===== config.mk =====
export PLATFORM = sky130hd
export DESIGN_NAME = fetch_queue_w
export DESIGN_NICKNAME = d
export VERILOG_FILES = /design/src/rtl/fetch_queue_w.sv
export SDC_FILE = /design/constraint.sdc
export NUM_CORES = 1
export LEC_CHECK = 0
export BUFFER_PORTS_ARGS = -buffer_cell sky130_fd_sc_hd__buf_4
export CAP_MARGIN = 10
export CORE_MARGIN = 4
export CORE_UTILIZATION = 55
export CTS_CLUSTER_DIAMETER = 120
export DETAILED_ROUTE_END_ITERATION = 6
export PLACE_DENSITY = 0.85
export SLEW_MARGIN = 15
export SYNTH_ARGS = -nofsm -noshare
export SYNTH_HDL_FRONTEND = slang
export SYNTH_SLANG_ARGS = --single-unit

===== constraint.sdc =====
create_clock -name clk -period 6.06 [get_ports clk]
set_input_delay 0.303 -clock clk [delete_from_list [all_inputs] [get_ports clk]]
set_output_delay 0.303 -clock clk [all_outputs]
set_load 0.1 [all_outputs]

===== src/rtl/fetch_queue_w.sv =====
// fetch_queue_w: parametrised bundle fetch stage with a circular fetch queue.
// Issues aligned FETCH_W-wide requests to a 1-cycle-latency instruction memory,
// buffers the responses in an FQ_DEPTH-entry queue and presents the head bundle
// to decode over a ready/valid handshake. Redirects flush everything in the
// same cycle and mask off the slots below a misaligned target.
//
// Ports:
//   clk, reset         clock, asynchronous active-high reset
//   fetch_en           permit new instruction-memory requests
//   redirect_en/pc     flush and restart fetch at redirect_pc (bits [1:0] ignored)
//   imem_req/addr      request strobe (combinational) and aligned bundle address
//   imem_rdata         bundle data, valid one cycle after imem_req
//   dec_valid/pc/instr per-slot view of the head bundle (zero when empty)
//   dec_ready          decode accepts the head bundle
//   fq_count           number of bundles held in the queue
module fetch_queue_w #(
    parameter int unsigned    FETCH_W  = 2,
    parameter int unsigned    PC_W     = 32,
    parameter int unsigned    INSTR_W  = 32,
    parameter int unsigned    FQ_DEPTH = 4,
    parameter logic [PC_W-1:0] RESET_PC = '0
) (
    input  logic                         clk,
    input  logic                         reset,
    input  logic                         fetch_en,
    input  logic                         redirect_en,
    input  logic [PC_W-1:0]              redirect_pc,
    output logic                         imem_req,
    output logic [PC_W-1:0]              imem_addr,
    input  logic [FETCH_W*INSTR_W-1:0]   imem_rdata,
    output logic [FETCH_W-1:0]           dec_valid,
    output logic [FETCH_W*PC_W-1:0]      dec_pc,
    output logic [FETCH_W*INSTR_W-1:0]   dec_instr,
    input  logic                         dec_ready,
    output logic [$clog2(FQ_DEPTH):0]    fq_count
);

    localparam int unsigned CNT_W       = $clog2(FQ_DEPTH) + 1;
    localparam int unsigned PTR_W       = $clog2(FQ_DEPTH);
    localparam int unsigned ALIGN_BYTES = 4 * FETCH_W;
    localparam int unsigned OFF_W       = (FETCH_W > 1) ? $clog2(FETCH_W) : 1;
    localparam int unsigned BUNDLE_W    = FETCH_W * INSTR_W;

    // Control state
    logic [PC_W-1:0]    r_pc;
    logic               r_inflight;
    logic [FETCH_W-1:0] r_if_mask;
    logic [PC_W-1:0]    r_if_base;
    logic [PTR_W-1:0]   r_head;
    logic [PTR_W-1:0]   r_tail;
    logic [CNT_W-1:0]   r_count;

    // Queue storage
    logic [FETCH_W-1:0]  r_q_mask [FQ_DEPTH];
    logic [PC_W-1:0]     r_q_base [FQ_DEPTH];
    logic [BUNDLE_W-1:0] r_q_data [FQ_DEPTH];

    logic [PC_W-1:0]    w_base;
    logic [OFF_W-1:0]   w_off;
    logic [FETCH_W-1:0] w_start_mask;
    logic               w_credit_ok;
    logic               w_req;
    logic               w_push;
    logic               w_pop;
    logic               w_nonempty;
    logic [FETCH_W-1:0] w_dec_valid;

    // Bundle base address and slot offset of the current fetch PC
    assign w_base = r_pc & ~PC_W'(ALIGN_BYTES - 1);
    assign w_off  = OFF_W'(r_pc >> 2) & OFF_W'(FETCH_W - 1);

    // Slots below the entry offset are invalid; zero offset gives a full mask
    always_comb begin
        w_start_mask = '0;
        for (int i = 0; i < FETCH_W; i++) begin
            w_start_mask[i] = (OFF_W'(i) >= w_off);
        end
    end

    // Credits cover both queued bundles and the one still in the memory pipe
    assign w_credit_ok = (r_count + CNT_W'(r_inflight)) < CNT_W'(FQ_DEPTH);
    assign w_req       = fetch_en && !redirect_en && !reset && w_credit_ok;

    assign w_nonempty  = (r_count != '0);
    assign w_dec_valid = w_nonempty ? r_q_mask[r_head] : '0;
    assign w_push      = r_inflight && !redirect_en;
    assign w_pop       = (w_dec_valid != '0) && dec_ready && !redirect_en;

    // Control: fetch PC, inflight tracking, queue pointers and occupancy
    always_ff @(posedge clk or posedge reset) begin
        if (reset) begin
            r_pc       <= RESET_PC;
            r_inflight <= 1'b0;
            r_if_mask  <= '1;
            r_if_base  <= '0;
            r_head     <= '0;
            r_tail     <= '0;
            r_count    <= '0;
        end else if (redirect_en) begin
            r_pc       <= redirect_pc & ~PC_W'(3);
            r_inflight <= 1'b0;
            r_head     <= '0;
            r_tail     <= '0;
            r_count    <= '0;
        end else begin
            r_inflight <= w_req;
            if (w_req) begin
                r_if_mask <= w_start_mask;
                r_if_base <= w_base;
                r_pc      <= w_base + PC_W'(ALIGN_BYTES);
            end
            if (w_push) begin
                r_tail <= r_tail + PTR_W'(1);
            end
            if (w_pop) begin
                r_head <= r_head + PTR_W'(1);
            end
            case ({w_push, w_pop})
                2'b10:   r_count <= r_count + CNT_W'(1);
                2'b01:   r_count <= r_count - CNT_W'(1);
                default: r_count <= r_count;
            endcase
        end
    end

    // Queue entries need no reset: the empty check gates them from the outputs
    always_ff @(posedge clk) begin
        if (w_push) begin
            r_q_mask[r_tail] <= r_if_mask;
            r_q_base[r_tail] <= r_if_base;
            r_q_data[r_tail] <= imem_rdata;
        end
    end

    // Head bundle view; slot PCs are derived from the stored base
    always_comb begin
        dec_pc = '0;
        if (w_nonempty) begin
            for (int i = 0; i < FETCH_W; i++) begin
                dec_pc[i*PC_W +: PC_W] = r_q_base[r_head] + PC_W'(4 * i);
            end
        end
    end

    assign dec_instr = w_nonempty ? r_q_data[r_head] : '0;
    assign dec_valid = w_dec_valid;
    assign imem_req  = w_req;
    assign imem_addr = w_base;
    assign fq_count  = r_count;

    // The credit scheme must never let a response land in a full queue
    a_no_overflow: assert property (@(posedge clk) disable iff (reset)
        !(w_push && (r_count == CNT_W'(FQ_DEPTH))));

endmodule

---- Word level (Yosys, flattened, before mapping) ----
Memories as Yosys holds them, arrays and structs flattened.
Index checks and enable logic that the tools add are counted.
storage, ports and cells
  register bits after elaboration ......... 71
  latch bits .............................. 0
  RAM bits ................................ 380
  bits in read-only memories .............. 0
  output and inout port bits .............. 166
  logic and storage cells ................. 52
  memories kept ........................... 3
memories
  memory    depth  width  rd ports  clocked after memory_dff  write ports  line  RTL
  r_q_data  4      64     1         0                         1            56    logic [BUNDLE_W-1:0] r_q_data [FQ_DEPTH];
  r_q_base  4      29     1         0                         1            55    logic [PC_W-1:0] r_q_base [FQ_DEPTH];
  r_q_mask  4      2      1         0                         1            54    logic [FETCH_W-1:0] r_q_mask [FQ_DEPTH];
cells by class
  add/subtract/negate cells ............... 7
  $mul .................................... 0
  divide/modulo/power cells ............... 0
  $lt $le $gt $ge ......................... 3
  equal/unequal tests ..................... 2
  shift-type cells ........................ 0
  mux-type cells .......................... 14
  bitwise logic cells ..................... 1
  reduce and logical (&&, ||, !) cells .... 15
operator list
  cell                     count
  $mux W64                 2
  $mux W32                 2
  $add A32 B3 Y32 const B  1
  $add A32 B4 Y32 const B  1
  $mux W2                  5
  $reduce_bool A2 Y1       4
  $logic_and A1 B1 Y1      6
  $pmux W3 S2              1
  $reduce_bool A3 Y1       2
  $add A2 B1 Y2 const B    2
  $add A3 B1 Y3            1
  $add A3 B1 Y3 const B    1
  $lt A3 B3 Y1 const B     1
  $mux W1                  3
  $mux W3                  1
  $sub A3 B1 Y3 const B    1
  $eq A2 B1 Y1 const B     1
  $eq A2 B2 Y1 const B     1
  $ge A1 B1 Y1 const A     2
  $logic_not A1 Y1         2
  $reduce_and A2 Y1        1
  $not A1 Y1               1

---- Logic depth before layout (Yosys ltp) ----
  depth after elaboration ................. 8
  mapped depth ............................ 8
  depth with buffers taken out ............ 7

---- Worst setup path before layout ----
OpenSTA, ideal clock, no wires.
  path type ............................... register -> register
  from .................................... reg r_inflight
  to ...................................... mem r_q_base[0][0] (netlist bit) (enable)
  setup time .............................. 0.464 ns
  arrival time ............................ 2.887 ns
  required time ........................... 5.596 ns
  setup slack ............................. 2.710 ns
  stages on the path, launching flop included .. 4
  buffers on the path ..................... 1
  cell sequence ........................... dfrtp_1 -> buf_2 -> nor2b_1 -> and2_1
on the way
  longest elaborated chain between the ends .. 3
ends and longest elaborated chain
  item                           line  RTL
  from (decl)                    46    logic r_inflight;
  from (signal assigned)         106   r_inflight <= w_req;
  $logic_and A1 B1 Y1            86    assign w_push = r_inflight && !redirect_en;
  $mux W1                        128   if (w_push) begin
  $mux W1 (implied by the code)  130   r_q_base[r_tail] <= r_if_base;
  to (decl)                      55
Every way passes these cells.

---- Worst setup path after layout ----
  from .................................... reg r_count[0], in the netlist fq_count[0]
  to ...................................... out dec_pc[39]
on the way
  longest elaborated chain between the ends .. 2
ends and longest elaborated chain
  item                    line  RTL
  from (decl)             51    logic [CNT_W-1:0] r_count;
  from (signal assigned)  119   2'b10: r_count <= r_count + CNT_W'(1);
  from (signal assigned)  120   2'b01: r_count <= r_count - CNT_W'(1);
  from (signal assigned)  121   default: r_count <= r_count;
  $reduce_bool A3 Y1      84    assign w_nonempty = (r_count != '0);
  $mux W64                138   if (w_nonempty) begin
  to (decl)               32    output logic [FETCH_W*PC_W-1:0] dec_pc,
Every way passes these cells.

==> run summary <==
status: finished, final reports clean
FP Rows: 66
violation count after the first detailed-route iteration: 894
number of synthesized flops with an enable pin: 376
Post-layout nets: 1,381
GRT overflow: 0
internal cell power: 6.053 mW
starting utilization of the core area: 55.76%
worst-case setup margin in the final layout: 2.655 ns
number of antenna diodes: 0
total routing resource utilization after global routing: 21.43%
switching power: 4.663 mW
total length of routed met3 wires: 2797 um
Pre-antenna DRT Iters: 7
total standard cell area after synthesis: 0.01819 mm2
length of routed met2 wiring: 19,640 um
maxcap violations: 0
DIE WIDTH: 189.9 um
critical path launch point type: flip-flop
PwrDens: 484.6 mW/mm2
top sig layer: met4
post-synthesis register bit count: 444
total of buffers placed on input and output ports: 256
number of setup buffers added after CTS: 0
synthesized instance count: 1,008
transition at the pin with the smallest max-transition slack: 1.097 ns
portion of the post-synthesis area used by sequential elements: 71.44%
clock tree root driver cell: clkbuf_16
Post-CTS Resized: 0
switching fraction of total power: 43.51%
most used flip-flop cell after synthesis: edfxtp_1
initial antenna violation count: 0
wire length after detailed routing: 38,800 um
Die Outline Area: 0.03604 mm2
WL/cell: 22.16 um
highest achievable clock rate: 0.2937 GHz
number of global-route vias before repair: 10,430
Req. time, crit path: 5.76 ns
clk_lat worst skew: 0.53 ns
static power due to leakage: 7.819 nW
Synth Warn #: 0
Async S/R FF share, synth: 15.32%
area taken by multi-input logic gates: 0.004479 mm2
vias per cell: 5.721
maximum net fanout on the critical path: 57
Core Util, Final: 67.78%
unrepaired setup endpoints after global routing: false
combinational fraction of design power: 41.1%
setup skew after layout: 0.01422 ns
arrival time at the worst endpoint: 3.10 ns
deepest level of the CTS H-tree: 2
ratio of cells with drive above 1 in the final layout: 35.45%
post-placement setup slack: 3.157 ns
worst relative slew slack: 26.75%
setup violation total in the final timing report: 0
Tightest Hold Check Type: in -> reg
number of routed nets with antenna violations: 0
average size of a mapped cell: 18.04 um2
final cycle utilization of the critical path: 56.19%
clock share of power: 23.5%
Ports: 267
Unique masters post-synth: 49
clock input transition at the sequential cells of the worst setup and hold paths: 0.06 ns
weighted congestion reported at the end of routability-driven placement: 0.8524
first-pass GRT wire length: 60,310 um
type of element capturing the critical path: output pin
detailed-route DRC error count: 0
post-synthesis to final-layout area growth: 21.56%
Final min period: 3.405 ns
length of routed wiring on met1: 15,720 um
proportion of power drawn by flip-flops and latches: 35.4%
fill cell count: 2,069
number of buffers on the longest clock path: 3
maximum vdd ir drop: 0.4210 mV
Setup Crit Path Kind: reg -> out
cts bufs inserted: 44
core area: 0.03262 mm2
clock sink count: 444
routed vias: 10,020
final max-slew violation count: 0
maximum number of pins on one net before global-route repair: 69
die height: 189.9 um
DPL Wire Length: 22,320 um
TritonCTS clock tree: yes
worst reg-to-reg setup slack: 3.39 ns
final hold violation count: 0
Storage cell area: 0.01300 mm2
setup_tns: 0 ns
## worst paths after layout
check / from / endpoint / cells past startpoint
min in group asynchronous: reset / r_pc[19] / 3
setup reg to reg: r_inflight / r_q_data[2][46] / 3
hold reg to reg: r_pc[2] / r_if_mask[0] / 1
hold / removal: redirect_pc[3] / r_pc[3] / 3
max in group asynchronous: reset / r_head[0] / 3
setup / recovery: fq_count[0] / dec_pc[39] / 4
## routing by layer
metal  global-route usage, %  vias to the layer above
met4                   4.591                        0
met1                   29.36                     5115
met2                   36.40                      435
li1                        -                     4414
met3                   4.257                       54
met5                       0                        -
## state kept, by name, indices dropped and copies added (netlist names)
register / cells
fq_count: 3
r_head: 2
r_if_base: 29
r_if_mask: 1
r_inflight: 1
r_pc: 30
r_q_base: 116
r_q_data: 256
r_q_mask: 4
r_tail: 2
## metrics by stage
step                      total power, mW  instance area [um2]  instances  hold WS (ns)
after floorplan                     7.447                18220       1015        0.3999
after global placement              8.185                20060       1599        0.4106
after detailed placement            8.234                20060       1599        0.4161
after CTS                           10.77                22100       1751      0.003096
after global routing                11.09                22110       1751       0.01723
final                               10.72                22110       1751       0.01270
## power groups by stage
| stage | sequential (mW) | combinational, mW | clock (mW) |
|---|---|---|---|
| final | 3.79 | 4.41 | 2.51 |
| after global routing | 3.83 | 4.55 | 2.70 |
| after CTS | 3.80 | 4.42 | 2.55 |
| after detailed placement | 3.86 | 4.37 | 0 |
| after global placement | 3.84 | 4.35 | 0 |
| after floorplan | 3.76 | 3.69 | 0 |
## area by class of cell
cell class / instances / area share [%]
clock buffer: 63 / 5.489
clock inverter: 18 / 0.5263
inverter: 7 / 0.1188
multi-input combinational: 440 / 20.26
sequential: 444 / 58.80
tap: 442 / 2.501
timing repair buffer: 337 / 12.30
## synthesized netlist by cell type (all sizes together) (16+ instances only)
cell type  count  area share, %
nand2         22           0.45
a31oi         17           0.58
nor2          24           0.50
edfxtp       376             62
mux4          94             12
nand3         16           0.44
dfrtp         67            9.2
buf           83            3.2
clkbuf        41           0.85
mux2          29            1.8
and2          99            3.4
or4           21           0.91
o31ai         16           0.66
## logic make-up (layout without fill, tap and decap cells)
group / Yosys count / in the layout / synth area share, %
compound gates: 70 / 70 / 2.635
xor+xnor: 11 / 11 / 0.5297
fa+ha+maj: 6 / 6 / 0.4540
buf+inv: 131 / 425 / 4.176
flops: 444 / 444 / 71.44
mux: 127 / 127 / 13.65
other cells: 1 / 8 / 0.02062
simple gates: 218 / 218 / 7.092
## layout by cell type, fill, tap and decap left out, types with 4 or more instances in the layout
master / n
dlygate4sd3_1: 71
ha_1: 5
clkbuf_16: 45
nor2b_1: 4
o2111ai_1: 4
xor2_1: 8
clkbuf_1: 16
o31ai_1: 16
or4_1: 19
buf_4: 265
clkinv_2: 6
mux2i_1: 4
inv_1: 6
nand2_1: 22
o211ai_1: 5
and3_1: 4
dfrtp_1: 65
mux2_2: 29
edfxtp_1: 376
a31oi_1: 16
nand4_1: 9
and2_1: 95
mux4_2: 94
o21ai_0: 13
and2_4: 4
nand3_1: 16
nor2_1: 24
nor3_1: 4
clkinv_1: 8
conb_1: 8
## worst max-delay path, cell delays in order (launching register included)
cell     delay [ns]
dfrtp_1        0.51
or3_2          0.68
buf_4          0.61
and2_1         0.37
buf_4          0.35
## repair_timing
action                     4_1_cts  5_1_grt
hold endpoints to repair       263        0
hold buffers                    71        0
setup endpoints to repair        0        0
Note: power is estimated with default switching activity, not from simulation.
